<file path="config.mk">
export PLATFORM = sky130hd
export DESIGN_NAME = audio_sample_conditioner
export DESIGN_NICKNAME = d
export VERILOG_FILES = /design/src/rtl/audio_sample_conditioner.sv
export SDC_FILE = /design/constraint.sdc
export NUM_CORES = 1
export LEC_CHECK = 0
export CAP_MARGIN = 20
export CORE_ASPECT_RATIO = 1.5
export CORE_MARGIN = 10
export CORE_UTILIZATION = 56
export DETAILED_ROUTE_END_ITERATION = 10
export MAX_ROUTING_LAYER = met4
export PLACE_DENSITY = 0.85
export SYNTH_ARGS = -nofsm -noshare
export SYNTH_HDL_FRONTEND = slang
export SYNTH_SLANG_ARGS = --single-unit
</file>
<file path="constraint.sdc">
create_clock -name clk_audio -period 5.3 [get_ports clk_audio]
set_input_delay 1.325 -clock clk_audio [delete_from_list [all_inputs] [get_ports clk_audio]]
set_output_delay 1.325 -clock clk_audio [all_outputs]
set_load 0.02 [all_outputs]
</file>
<file path="src/rtl/audio_sample_conditioner.sv">
// rtl/audio_sample_conditioner.sv - DC block, ramped volume/mute gain and saturation of mono APU audio,
// emitted every clk_audio cycle as identical {right,left} channels for the HDMI packet picker.
module audio_sample_conditioner #(
   parameter int IN_WIDTH        = 16,
   parameter int AUDIO_BIT_WIDTH = 16,
   parameter int DC_SHIFT        = 10,
   parameter int DC_BYPASS       = 0,
   parameter int RAMP_STEP       = 1
) (
   input  logic                           clk_audio,
   input  logic                           reset,
   input  logic signed [IN_WIDTH-1:0]     in_sample,
   input  logic                           in_valid,
   output logic                           in_ready,
   input  logic [8:0]                     volume,
   input  logic                           mute,
   output logic [2*AUDIO_BIT_WIDTH-1:0]   audio_sample_word,
   output logic                           muted,
   output logic [15:0]                    underrun_count
);

   localparam int ACC_W = IN_WIDTH + DC_SHIFT + 2;
   localparam int Y_W   = IN_WIDTH + 1;
   localparam int P_W   = Y_W + 10;
   localparam int ALIGN = AUDIO_BIT_WIDTH - IN_WIDTH;
   localparam logic [8:0] STEP  = 9'(RAMP_STEP);
   localparam logic [8:0] UNITY = 9'd256;
   localparam logic signed [P_W-1:0] SAT_MAX = {{(P_W-IN_WIDTH+1){1'b0}}, {(IN_WIDTH-1){1'b1}}};
   localparam logic signed [P_W-1:0] SAT_MIN = {{(P_W-IN_WIDTH+1){1'b1}}, {(IN_WIDTH-1){1'b0}}};

   typedef enum logic [1:0] {IDLE, RUN, STARVED} state_t;

   state_t                      state;
   logic                        accept;
   logic signed [IN_WIDTH-1:0]  held;
   logic signed [ACC_W-1:0]     dc_acc;
   logic signed [Y_W-1:0]       y_next;
   logic signed [Y_W-1:0]       y_reg;
   logic [8:0]                  gain;
   logic [8:0]                  gain_next;
   logic [8:0]                  target;
   logic signed [P_W-1:0]       prod;
   logic signed [P_W-1:0]       q_reg;
   logic [IN_WIDTH-1:0]         sat_val;
   logic [AUDIO_BIT_WIDTH-1:0]  chan;

   assign accept = in_valid && in_ready;

   // Stage 0: the held sample is the stage register; it repeats the last sample while starved.
   always_ff @(posedge clk_audio) begin
      if (reset) begin
         state          <= IDLE;
         in_ready       <= 1'b0;
         held           <= '0;
         underrun_count <= '0;
      end else begin
         in_ready <= 1'b1;
         if (accept)
            held <= in_sample;
         if (state != IDLE && !accept && underrun_count != 16'hFFFF)
            underrun_count <= underrun_count + 16'd1;
         case (state)
            IDLE:    if (accept) state <= RUN;
            default: state <= accept ? RUN : STARVED;
         endcase
      end
   end

   // Stage 1: leaky-integrator DC estimate subtracted from the held sample.
   always_comb begin
      if (DC_BYPASS != 0)
         y_next = Y_W'(held);
      else
         y_next = Y_W'(ACC_W'(held) - (dc_acc >>> DC_SHIFT));
   end

   always_ff @(posedge clk_audio) begin
      if (reset) begin
         dc_acc <= '0;
         y_reg  <= '0;
      end else begin
         y_reg <= y_next;
         if (DC_BYPASS == 0)
            dc_acc <= dc_acc + ACC_W'(y_next);
      end
   end

   // Gain ramps toward its target without overshoot; retargeting takes effect at once.
   always_comb begin
      target    = mute ? 9'd0 : ((volume > UNITY) ? UNITY : volume);
      gain_next = target;
      if (target > gain) begin
         if (target - gain > STEP)
            gain_next = gain + STEP;
      end else if (gain - target > STEP) begin
         gain_next = gain - STEP;
      end
   end

   assign prod = P_W'(y_reg) * P_W'($signed({1'b0, gain}));

   always_ff @(posedge clk_audio) begin
      if (reset) begin
         gain  <= '0;
         q_reg <= '0;
         muted <= 1'b0;
      end else begin
         gain  <= gain_next;
         q_reg <= prod >>> 8;
         muted <= mute && (gain_next == 9'd0);
      end
   end

   // Stage 3: clamp to the input range, then left-align into the channel width.
   always_comb begin
      if (q_reg > SAT_MAX)
         sat_val = SAT_MAX[IN_WIDTH-1:0];
      else if (q_reg < SAT_MIN)
         sat_val = SAT_MIN[IN_WIDTH-1:0];
      else
         sat_val = q_reg[IN_WIDTH-1:0];
   end

   assign chan = AUDIO_BIT_WIDTH'(sat_val) << ALIGN;

   always_ff @(posedge clk_audio) begin
      if (reset)
         audio_sample_word <= '0;
      else
         audio_sample_word <= {chan, chan};
   end

endmodule

</file>
== Yosys cells after proc, flatten, opt, wreduce, memory -nomap -nowiden ==
Index checks and enable logic that the tools add are counted.
Word-level totals
  bits in registers: 141
  output and inout port bits: 50
  input port bits: 29
  word-level logic and storage cells: 45
Operators by class
  $lt $le $gt $ge: 6
  multipliers: 1
  mux-type cells: 11
  reductions and logical operators: 8
  eq/ne operators: 2
  add/sub/neg operators: 7
Operators by type and width (count)
  2-to-1 mux 9 bit: 5
  2-to-1 mux 16 bit: 2
  adder 28 x 17 -> 28 bit: 1
  multiplier 17 x 10 -> 27 bit: 1
  greater-than comparator 19 x 16 -> 1 bit (second input constant): 1
  < comparator 19 x 16 -> 1 bit (second input constant): 1
  greater-than comparator 9 x 1 -> 1 bit (second input constant): 2
  subtractor 9 bit: 2
  subtractor 16 x 17 -> 17 bit: 1
  adder 16 x 1 -> 16 bit (second input constant): 1
  != test 16 bit (second input constant): 1
  adder 9 x 1 -> 9 bit (second input constant): 1
  greater-than comparator 9 bit: 1
  greater-than comparator 9 bit (second input constant): 1
  logical NOT 9 bit: 1
  subtractor 9 x 1 -> 9 bit (second input constant): 1
  2-to-1 mux 2 bit: 3
  logical AND 1 bit: 4
  logical NOT 2 bit: 1
  != test 2 bit (second input constant): 1
  nonzero test 2 bit: 1
  logical NOT 1 bit: 1
  2-to-1 mux 1 bit: 1

== Longest topological paths before layout ==
Gate-level depths: netlist of run 1.
  word-level depth: 9
  mapped depth: 24
  gate-level depth less buffers: 23

== Least setup slack after synthesis of run 1 ==
Ideal clock, no wire load.
  path type: reg-to-reg
  start point: register gain[3]
  end point: register q_reg[17]
  data arrival time: 5.442 ns
  setup time: 0.132 ns
  data required time: 5.168 ns
  cell stages (with the launch flop): 22
  setup slack: -0.274 ns
  clock period less this slack: 5.574 ns
  buffers on the path: 2
  path through: dfxtp_1 clkbuf_1 buf_1 nand2_1 fa_1 inv_1 fa_1 fa_1 fa_1 inv_1 fa_1 inv_1 ha_1 a21o_1 a21o_1 a21oi_1 nand3_1 o21ai_0 a31oi_1 a21o_1 a211oi_1 nor3_1
Between the ends
  word-level cells in the longest chain between the ends: 1
RTL lines
  start: declaration: RTL line 39  | logic [8:0] gain;
  start signal: assignment: RTL line 108  | gain <= gain_next;
  multiplier 17 x 10 -> 27 bit: RTL line 100  | assign prod = P_W'(y_reg) * P_W'($signed({1'b0, gain}));
  end signal: assignment: RTL line 109  | q_reg <= prod >>> 8;
  end: declaration: RTL line 43  | logic signed [P_W-1:0] q_reg;
No other way between the ends.
A chain may end at the register's enable or synchronous reset.

== Worst setup path after layout of run 1 ==
  start point: register gain[4]
  end point: register q_reg[8]
Same word-level chain as after synthesis.

==> results of run 1 <==
==> critical path, cell delays in order, from the launching register on <==
cell	delay, ns
sky130_fd_sc_hd__dfxtp_4	0.38
sky130_fd_sc_hd__and2_4	0.17
sky130_fd_sc_hd__fa_1	0.53
sky130_fd_sc_hd__fa_1	0.61
sky130_fd_sc_hd__fa_1	0.46
sky130_fd_sc_hd__fa_1	0.52
sky130_fd_sc_hd__inv_1	0.06
sky130_fd_sc_hd__fa_1	0.55
sky130_fd_sc_hd__inv_2	0.05
sky130_fd_sc_hd__ha_4	0.24
sky130_fd_sc_hd__a21oi_2	0.18
sky130_fd_sc_hd__nor2b_2	0.09
sky130_fd_sc_hd__buf_4	0.15
sky130_fd_sc_hd__o31ai_2	0.21
sky130_fd_sc_hd__a21oi_1	0.10
sky130_fd_sc_hd__o21a_1	0.22
sky130_fd_sc_hd__nor2_2	0.15
sky130_fd_sc_hd__buf_4	0.13
sky130_fd_sc_hd__xor2_1	0.19
sky130_fd_sc_hd__nor2_1	0.09
==> layout by cell type, fill, tap and decap left out, types with 17 or more instances in the layout <==
cell,n
sky130_fd_sc_hd__inv_1,199
sky130_fd_sc_hd__nand2_1,150
sky130_fd_sc_hd__fa_1,124
sky130_fd_sc_hd__ha_1,111
sky130_fd_sc_hd__dfxtp_1,107
sky130_fd_sc_hd__and2_1,103
sky130_fd_sc_hd__nor2_1,91
sky130_fd_sc_hd__buf_4,88
sky130_fd_sc_hd__clkdlybuf4s50_1,77
sky130_fd_sc_hd__a21oi_1,58
sky130_fd_sc_hd__xnor2_1,44
sky130_fd_sc_hd__a21o_1,29
sky130_fd_sc_hd__nor3_1,29
sky130_fd_sc_hd__xor2_1,28
sky130_fd_sc_hd__nand3_1,26
sky130_fd_sc_hd__o21ai_0,25
sky130_fd_sc_hd__o21a_1,22
sky130_fd_sc_hd__clkbuf_16,17
==> cell type report <==
| cell class | count | area [sq um] | share of cell area, % |
|---|---|---|---|
| clock inverter | 13 | 239.0 | 1.606 |
| multi-input combinational | 1047 | 9072 | 60.98 |
| sequential | 124 | 2531 | 17.01 |
| timing repair buffer | 169 | 1479 | 9.940 |
| inverter | 206 | 773.2 | 5.197 |
| tap | 272 | 340.3 | 2.287 |
| clock buffer | 19 | 442.9 | 2.977 |
==> layer usage <==
metal	track usage, %	routed length, microns
met5	-	0
met4	12.19	1819
met3	2.581	1138
met2	41.74	17420
met1	20.89	11050
==> logic make-up after synthesis <==
kind of cell               synth area share [%]
buffers and inverters                     8.796
DFF                                       20.04
AOI/OAI and AO/OA                         13.27
xor gates and xnor gates                  5.161
and+or+nand+nor                           18.96
muxes                                    0.4342
adders and majority gates                 33.35
==> per-stage QoR <==
stage               util [%]  TNS [ns]
floorplan                  -         0
global placement       63.48  -0.06516
detailed placement     63.48   -0.7431
CTS                    66.79         0
global route           68.50   -0.5776
finish                 68.50         0
==> repair_timing <==
item,CTS,global route
pin swaps,2,63
hold buffers,0,0
gates cloned,0,0
setup buffers,0,12
setup endpoints to repair,13,21
resized for setup,16,79
==> worst max-delay path by stage <==
stage                      endpoint  cells after the start     start  slack, ns
final                      q_reg[8]                     19   gain[4]       0.08
after global routing      q_reg[13]                     20   gain[3]      -0.12
after CTS                 q_reg[17]                     20  y_reg[3]      0.003
after detailed placement  q_reg[17]                     19   gain[2]      -0.17
after global placement    q_reg[17]                     19   gain[2]      -0.04
after floorplan           q_reg[17]                     21   gain[2]      0.002
==> results.txt, run 1 <==
The share of post-route cells with drive strength above 1 came out at 13.12%. The number of distinct library cells after synthesis came out at 73. The origin of the critical flop-to-flop path is gain[4]. The flip-flop count of the largest register after layout came out at 27. The main flop type after synthesis is sky130_fd_sc_hd__dfxtp_1.

The fill cell instance count of the final layout is 1564. The number of nets in the synthesized netlist came out at 1720. The actual transition at the worst max-transition pin came out at 0.9738 ns. The first-pass detailed-route iteration total is 6. The worst min-delay path class is flip-flop to flip-flop. The leftover overflow at the end of global routing came out at 0. The via count of the first global-routing pass is 11.24k. The core footprint came out at 21720 sq um. The floorplan has 66 rows. The initial core utilization is 57.05%. After synthesis, the largest area contributor takes up 21.33% of total cell area. In the post-synthesis netlist, the cell with the most instances is sky130_fd_sc_hd__inv_1.

The worst setup path is launched from a flip-flop. Sequential elements use 20.04% of the synthesized area. The cell area after placement is 13790 sq um.

The worst pin sits at a relative slew slack of 34.84%. The final routed wire length divided by cell count came out at 16.99 microns. The detail route stage leaves a number of antenna-violating nets equal to 0. The flow ran to the end, and the final reports show no timing, DRC or antenna violations. The number of hold-slack violations in the final timing report came out at 0. The cell count of the worst hold path is 1. In the final design database the tool counted 1845 nets. During placement, the flow inserted port buffers numbering 78. The first-pass GRT wire length is 51.15 mm.

The area growth from synthesis to final layout is 20.09%. The worst clock skew is 0.01558 ns. The number of max-cap violations came out at 0.

The clock-pin transition on the worst setup and hold timing paths is 0.06 ns. The cell count after synthesis came out at 1440. The endpoint required time on the critical path is 5.58 ns. TritonCTS built the clock tree. In this run the horizontal extent of the chip is 141.4 microns. The CTS buffer count came out at 17.

The aggregate global-route resource usage is 22.06%. The minimum setup slack after placement is -0.1699 ns. The total wire length is 31.43 mm. The mapped cell area came out at 12390 sq um. Setup repair after global routing could not meet its margin everywhere. Dividing the final minimum period by the clock period gives 98.54%. The clock root buffer master is sky130_fd_sc_hd__clkbuf_16. STA classifies the critical path endpoint as a flip-flop. The async set or reset register ratio after synthesis is 0%. For the worst flop-to-flop path, the logic depth is 19. The wire-length estimate of the detail-placed layout is 23.38 mm. A synthesized cell averages 8.604 sq um. Yosys mapped a number of flops with a built-in enable equal to 0.

The worst path meets setup with 0.07750 ns of slack. The final cell area excluding filler cells is 14880 sq um. The insertion delay to the later sink of the worst-skew pair came out at 0.44 ns.

The number of max-slew violations in the final report is 0. The number of antenna cells inserted is 0. The die height is 202.2 microns. The commonest cells after synthesis are 206 x sky130_fd_sc_hd__inv_1, 153 x sky130_fd_sc_hd__nand2_1, 132 x sky130_fd_sc_hd__fa_1. The global placer's final weighted congestion came out at 0.9518.

The maximum buffer depth of the clock tree is 2. The number of placed instances, taps included, is 1805. The number of antenna violations at the first check in global routing came to 0. The detailed router placed 10.53k vias in this run. The highest achievable clock rate came out at 191.5 MHz. The final count of negative-setup-slack endpoints came out at 0. During synthesis, Yosys emitted a total of 0 warnings.

The post-synthesis register bit count is 124. Ranked by total cell area, the synthesized netlist is headed by sky130_fd_sc_hd__fa_1 21%, sky130_fd_sc_hd__dfxtp_1 20%, sky130_fd_sc_hd__ha_1 12%, sky130_fd_sc_hd__inv_1 6.2%, sky130_fd_sc_hd__and2_1 5.4%. The number of remaining DRC errors came out at 0. The largest total area in the synthesized netlist belongs to sky130_fd_sc_hd__fa_1. Entering global routing, the biggest net connects 58 pins. The critical path is of the flip-flop to flip-flop type. The path with the worst hold slack has its endpoint at audio_sample_word[24]. The H-tree depth is 4. The violation count after the first detailed-routing iteration came out at 641. Data on the critical path arrives at its endpoint at 5.50 ns. The endpoint identified for the worst register-to-register timing path is q_reg[8].

The minimum setup slack among reg-to-reg paths is 0.08 ns. The die area came out at 28600 sq um. The final critical path time including I/O delays and setup came out at 5.222 ns. Of all nets on the critical path, the largest fanout is 8.

The startpoint identified for the worst hold timing path is q_reg[8]. Counting every sink on the clock net gives 124. The worst hold slack came out at 0.4350 ns. The I/O pin count is 79. For this run, the number of standard cells in the final layout without fillers is 1850. In the routed layout, each cell is associated on average with a via count of 5.692.
Power of run 1 is left out: the tool's default activity adds up to more than one toggle a clock period on the data nets, which glitch-free logic cannot reach.
==> run 2, diff against run 1 <==
- CORE_UTILIZATION: 56 -> 60
- PLACE_DENSITY: 0.85 -> 0.87
- clock period: 5.3 -> 6.5 ns (I/O delays scaled with it)
==> run 2 against run 1 <==
Net effect: via count fell by 5.4%; die area shrank 5.9%; core utilization is 0.47 points lower; non-clock buffer count fell by 83; clock skew is 0.0070 ns lower; first-iteration DRC count down 8.1%; count of clock-buffer cells in the layout increased by 3; setup slack better by 0.42 ns.
==> results.txt, run 2 (same netlist as run 1, synthesis figures left out) <==
The run finished with clean final reports. No sink is reached through more buffers than the 2 on the longest clock path. The minimum setup slack among reg-to-reg paths came out at 0.50 ns.

The number of antenna violations at the first check in global routing came out at 0. The min-delay analysis places its worst path in the category flip-flop to flip-flop. The aggregate global-route resource usage is 23.13%. Between clock sinks in the finished design, the worst skew comes to 0.008536 ns.

The via-per-instance ratio is 5.664. Post-CTS timing repair inserted 0 buffers for setup. The endpoint required time on the critical path came out at 6.80 ns. The number of antenna cells inserted is 0. The critical path goes through nand2_1 > fa_1 > inv_1 > fa_1 > fa_1 > fa_1 > inv_1 > fa_1 > inv_1 > ha_1 > a21oi_1 > nor2b_1 > o2111ai_1 > a21oi_1 > o21ai_0 > a31oi_1 > a21o_1 > a211oi_1 > nor3_1. Entering global routing, the biggest net connects 71 pins. In the final design database the tool counted 1762 nets. The TritonCTS sink count came out at 124.

Buffers inserted to repair hold after CTS numbered 0. The cell family contributing the most delay on the critical path is adder cells. In this run the worst setup path begins at gain[2]. In the finished design, the share of the clock period the worst path needs comes to 92.32%. The number of buffers and inverters on the critical path is 3. The H-tree was split into 4 levels. In this run the critical register-to-register path is captured at q_reg[17].

The global placer's final weighted congestion came out at 0.9396. TritonCTS built the clock tree. The aggregate negative setup slack came out at 0 ns. The maximum VDD drop is 0.2956 mV. The final critical path time including I/O delays and setup came out at 6.001 ns. The global-route met2 utilization is 41.99%.

The leakage power summed over all cells came out at 6.680 nW. The final count of negative-setup-slack endpoints is 0. The slowest stage of the critical path belongs to the cell sky130_fd_sc_hd__dfxtp_1. In this run the power density over the cells is 588.9 nW/um^2. The cell count of the worst hold path came out at 1.

The endpoint of the worst setup timing path is q_reg[17]. The insertion delay to the later sink of the worst-skew pair is 0.43 ns. The top cell types in the final layout, fill and taps aside, are 206 x sky130_fd_sc_hd__inv_1, 153 x sky130_fd_sc_hd__nand2_1, 132 x sky130_fd_sc_hd__fa_1. The cell seen most often among critical-path stages is sky130_fd_sc_hd__fa_1.

During placement, the flow inserted port buffers numbering 78. The routing usage on met1 is 22.17%. Summing all placed instances gives a cell area of 13230 sq um. The clock-pin transition on the worst setup and hold timing paths came out at 0.06 ns. The largest single stage delay on the critical path is 0.89 ns.

In this run the count of I/O pins placed on the die edge is 79. The via count of the first global-routing pass is 10.98k. The core footprint came out at 20340 sq um. The worst setup path is launched from a flip-flop. The area growth from synthesis to final layout came out at 11.68%. The die height is 196.0 microns. Max-cap violations in this run came to 0. The share of post-route cells with drive strength above 1 is 3.612%. The worst setup path is of the flip-flop to flip-flop kind. The library cell used most frequently in the layout, excluding fill and tap cells, is sky130_fd_sc_hd__inv_1.

The highest achievable clock rate came out at 166.6 MHz. Setup repair after global routing left no endpoint under its margin. The cell sitting at the root of the clock tree is a sky130_fd_sc_hd__clkbuf_16.

The via count of the routed design came out at 9963. The number of hold-slack violations in the final timing report came to 0. The actual transition at the worst max-transition pin is 0.9815 ns. The placed wire-length estimate came out at 22.18 mm.

The number of remaining DRC errors came out at 0. The first-pass GRT wire length is 49.30 mm. The number of cells on the worst reg-to-reg path came out at 19.

The number of max-slew violations in the final report came to 0. The floorplan row count came out at 64. Before antenna repair, the detailed router went through 5 iterations. The register with the most flip-flops in the layout has 27 of them. The CTS buffer count came out at 17. The count of instances resized after the clock tree is built is 0.

met2 is the most crowded layer. For this block, the routed nets add up to 28.26 mm of wire. In this run the critical register-to-register path is launched from gain[2]. The detail route stage leaves a number of antenna-violating nets equal to 0.

Counting buffers and inverters, the worst setup path is 19 cells deep. The violation count after the first detailed-routing iteration is 589. The initial core utilization is 60.91%.

Summed over all layers, the global routing overflow is 0. The final cell area excluding filler cells is 13840 sq um. The width of the die is 137.3 microns. The final routed wire length divided by cell count came out at 16.07 microns. The worst setup path is captured at a flip-flop. The die area is 26920 sq um. The tightest slew margin relative to the limit came out at 34.33%.

The data arrival time of the critical path came out at 6.30 ns. The fill cell instance count of the final layout is 1607. In this run the worst path has a maximum fanout of 24. The met3 demand-to-capacity share in global routing came out at 3.197%.
-- run 2: worst min path at each step --
| stage | startpoint | endpoint | slack [ns] |
|---|---|---|---|
| final | q_reg[8] | audio_sample_word[24] | 0.44 |
| after global routing | q_reg[9] | audio_sample_word[25] | 0.46 |
| after CTS | q_reg[8] | audio_sample_word[24] | 0.45 |
| after detailed placement | q_reg[11] | audio_sample_word[27] | 0.43 |
| after global placement | q_reg[8] | audio_sample_word[24] | 0.43 |
| after floorplan | q_reg[0] | audio_sample_word[16] | 0.42 |
-- run 2: power breakdown --
part / leakage, nW / internal (mW) / switching, mW
logic: 5.37 / 2.55 / 3.32
registers: 1.02 / 1.02 / 0.321
clock network: 0.282 / 0.580 / 0.356
-- run 2: area by class of cell --
cell class / instances / area, sq um / share of cell area (%)
well taps: 264 / 330.3 / 2.387
clock buffers: 22 / 494.2 / 3.572
multi-input cells: 1047 / 8817 / 63.72
inverters: 206 / 773.2 / 5.588
clock inverters: 10 / 103.9 / 0.7505
flip-flops and latches: 124 / 2482 / 17.94
repair buffers: 86 / 835.8 / 6.040
-- run 2: worst reg2reg max path, cell delays in order (launching register included) --
cell and delay (ns):
sky130_fd_sc_hd__dfxtp_1 0.89, sky130_fd_sc_hd__nand2_1 0.21, sky130_fd_sc_hd__fa_1 0.55, sky130_fd_sc_hd__inv_1 0.05
sky130_fd_sc_hd__fa_1 0.54, sky130_fd_sc_hd__fa_1 0.46, sky130_fd_sc_hd__fa_1 0.55, sky130_fd_sc_hd__inv_1 0.06
sky130_fd_sc_hd__fa_1 0.53, sky130_fd_sc_hd__inv_1 0.04, sky130_fd_sc_hd__ha_1 0.34, sky130_fd_sc_hd__a21oi_1 0.25
sky130_fd_sc_hd__nor2b_1 0.13, sky130_fd_sc_hd__o2111ai_1 0.27, sky130_fd_sc_hd__a21oi_1 0.10, sky130_fd_sc_hd__o21ai_0 0.14
sky130_fd_sc_hd__a31oi_1 0.20, sky130_fd_sc_hd__a21o_1 0.25, sky130_fd_sc_hd__a211oi_1 0.25, sky130_fd_sc_hd__nor3_1 0.08
-- run 2: metal layers --
layer / share of wire (%) / up-vias / wire length [microns]
met1: 36 / 4812 / 10160
li1: - / 4757 / -
met5: 0 / - / 0
met2: 55 / 275 / 15450
met3: 3.5 / 119 / 983
met4: 5.9 / 0 / 1667
-- run 2: metrics by stage --
| stage | instances | hold slack (ns) | setup WS, ns | power (mW) | util, % |
|---|---|---|---|---|---|
| final | 1759 | 0.4402 | 0.4992 | 8.149 | 68.03 |
| after global routing | 1759 | 0.4555 | 0.1852 | 9.104 | 68.03 |
| after CTS | 1758 | 0.4459 | 0.5621 | 8.181 | 67.99 |
| after detailed placement | 1726 | 0.4314 | 0.5855 | 7.180 | 65.05 |
| after global placement | 1726 | 0.4287 | 0.7048 | 6.966 | 65.05 |
| after floorplan | 1440 | 0.4180 | 0.9258 | 5.905 | - |
(Power assumes the default switching activity.)
==> run 3, diff against run 2 <==
- CORE_MARGIN: 10 -> not set
- CORE_UTILIZATION: 60 -> 56
- PLACE_DENSITY: 0.87 -> 0.85
- clock period: 6.5 -> 5.24 ns (I/O delays scaled with it)
==> run 3 against run 2 <==
Net effect: die area shrank 16%; global-route usage increased by 5.2 points; setup slack got worse by 0.45 ns; hold slack better by 0.0021 ns; count of clock-buffer cells in the layout decreased by 3; register-to-register slack worse by 0.45 ns; flip-flop and latch count stayed put; critical path depth is 2 higher; first-iteration DRC count is 17% higher; critical path type unchanged; highest routed layer unchanged.
==> results.txt, run 3 (same netlist as run 1, synthesis figures left out) <==
The via-per-instance ratio came out at 5.618. The die area is 22730 sq um. Together, buffers and inverters on the worst path number 4.

The number of max-slew violations in the final report is 0. The signal on the critical path passes through and2_1 > fa_1 > inv_1 > fa_1 > inv_1 > fa_1 > fa_1 > inv_2 > fa_1 > inv_2 > ha_4 > o21ai_2 > a21oi_4 > o2111ai_2 > a21oi_2 > o21ai_4 > a31oi_4 > nand4_1 > nand4b_1 > xnor2_1 > nor2_1. The worst setup path is of the flip-flop to flip-flop kind. The library cells used most frequently in the layout, excluding fill and tap cells, are 199 x sky130_fd_sc_hd__inv_1, 148 x sky130_fd_sc_hd__nand2_1, 126 x sky130_fd_sc_hd__fa_1. The number of hold-slack violations in the final timing report is 0. The run finished with clean final reports. The violation count after the first detailed-routing iteration is 687. Hold timing on the final database bottoms out at a slack of 0.4423 ns. The first-pass detailed-route iteration total came out at 7.

The finished layout holds 1881 standard cells, fillers aside. The worst clock skew came out at 0.01148 ns. Data on the critical path is required at its endpoint by 5.53 ns.

The highest achievable clock rate is 192.6 MHz. The total wire length came out at 31.22 mm. The via count of the first global-routing pass is 11.04k. The number of remaining DRC errors is 0. The number of hold-repair buffers added at the cts stage came out at 0. The number of antenna violations at the first check in global routing came out at 0. The area of the multi-input gates is 9154 sq um. Clock tree synthesis found a total of 124 sinks. The footprint of the flip-flops and latches came out at 2527 sq um. The worst stage delay on the critical path came out at 0.57 ns.

The CTS buffer count is 17. The final critical path time including I/O delays and setup came out at 5.192 ns. The data arrival time of the critical path came out at 5.48 ns. The area growth from synthesis to final layout is 21.98%. The aggregate negative setup slack is 0 ns. The post-detailed-route count of antenna-violating nets is 0. Prior to clock tree synthesis, the placed netlist has a worst setup slack of -0.2890 ns. The final routed wire length divided by cell count came out at 16.60 microns. The cell seen most often among critical-path stages is sky130_fd_sc_hd__fa_1. The critical path's slowest cell is sky130_fd_sc_hd__fa_1. In the final layout, the share of cells above drive strength 1 is 15.17%. The flip-flop count of the largest register after layout came out at 27.

The path class of the tightest hold or removal check is flip-flop to flip-flop. Clock-pin slew was measured on the worst setup and hold paths at 0.06 ns. TritonCTS built the clock tree.

For this block, the via count after detailed routing is 10.57k. The die is 184.2 microns tall. The fill cell instance count of the final layout is 1519. Setup slack closes at 0.04846 ns. The worst setup path is launched from a flip-flop. The clock root buffer master is sky130_fd_sc_hd__clkbuf_16.

The I/O pin count came out at 79. The final net count came out at 1875. The first-pass GRT wire length came out at 49.09 mm. The placed wire-length estimate is 22.59 mm. In this run the horizontal extent of the chip is 123.4 microns. No sink is reached through more buffers than the 2 on the longest clock path.

The initial core utilization came out at 57.05%. Leaving out fill and tap cells, the most frequent cell in the layout is sky130_fd_sc_hd__inv_1. The cell family contributing the most delay on the critical path is adder cells. At the pin with the least slew margin, the transition time is 0.9278 ns. The instance count after placement with tap cells included is 1837. The maximum number of pins on one net before global-route repair is 70.

Clock latency on the worst-skew pair, taken at its later pin, is 0.43 ns. The final critical path takes up 99.08% of the cycle. The H-tree was split into 4 levels. In this run the tightest slew margin relative to its limit is 37.92%. The congestion estimate from routability-driven global placement came to 0.9219. Summed over all layers, the global routing overflow is 0.

The final count of negative-setup-slack endpoints is 0. The number of max-cap violations came out at 0. STA classifies the critical path endpoint as a flip-flop. The core footprint is 21720 sq um. For this run, the total global-route usage over all layers was measured as 28.28%. The count of buffers from port buffering came out at 78. Of all nets on the critical path, the largest fanout is 9. In this run the core area contains 66 standard-cell rows.
-- run 3: layout make-up --
type / count / share of cell area [%]
Antenna cell: 1 / 0.01656
Clock inverter: 13 / 1.101
Clock buffer: 19 / 2.997
Timing Repair Buffer: 199 / 11.22
Multi-Input combinational cell: 1047 / 60.57
Tap cell: 272 / 2.252
Sequential cell: 124 / 16.72
Inverter: 206 / 5.117
-- run 3: path summary, 6_finish.rpt --
kind	depth (start not counted)	from	slack (ns)	endpoint
max reg2reg	21	gain[6]	0.05	q_reg[18]
max	21	gain[6]	0.05	q_reg[18]
min reg2reg	1	q_reg[4]	0.44	audio_sample_word[20]
min	1	q_reg[4]	0.44	audio_sample_word[20]
-- run 3: metal layers --
layer	vias to the layer above	GRT usage (%)	wire [microns]
met4	0	17.45	1794
li1	4970	-	-
met1	5121	27.66	10980
met2	334	52.20	17430
met5	-	-	0
met3	143	3.094	1012
-- run 3: worst register-to-register path, stage by stage, from the launching register on --
cell	delay, ns
sky130_fd_sc_hd__dfxtp_4	0.39
sky130_fd_sc_hd__and2_1	0.17
sky130_fd_sc_hd__fa_1	0.54
sky130_fd_sc_hd__inv_1	0.05
sky130_fd_sc_hd__fa_1	0.49
sky130_fd_sc_hd__inv_1	0.06
sky130_fd_sc_hd__fa_1	0.47
sky130_fd_sc_hd__fa_1	0.57
sky130_fd_sc_hd__inv_2	0.06
sky130_fd_sc_hd__fa_1	0.54
sky130_fd_sc_hd__inv_2	0.05
sky130_fd_sc_hd__ha_4	0.26
sky130_fd_sc_hd__o21ai_2	0.07
sky130_fd_sc_hd__a21oi_4	0.16
sky130_fd_sc_hd__o2111ai_2	0.17
sky130_fd_sc_hd__a21oi_2	0.23
sky130_fd_sc_hd__o21ai_4	0.10
sky130_fd_sc_hd__a31oi_4	0.20
sky130_fd_sc_hd__nand4_1	0.14
sky130_fd_sc_hd__nand4b_1	0.15
sky130_fd_sc_hd__xnor2_1	0.13
sky130_fd_sc_hd__nor2_1	0.05
-- run 3: timing repair --
item,in CTS,in global routing
pin swaps,5,62
gates resized for setup,16,90
endpoints found under the setup margin,13,21
setup buffers,0,10
-- run 3: through the flow --
stage | util, % | cell area [sq um]
floorplan | - | 12420
global placement | 64.55 | 14020
detailed placement | 64.55 | 14020
CTS | 67.58 | 14680
global route | 69.57 | 15110
finish | 69.58 | 15110
Power of run 3 is left out for the same reason.
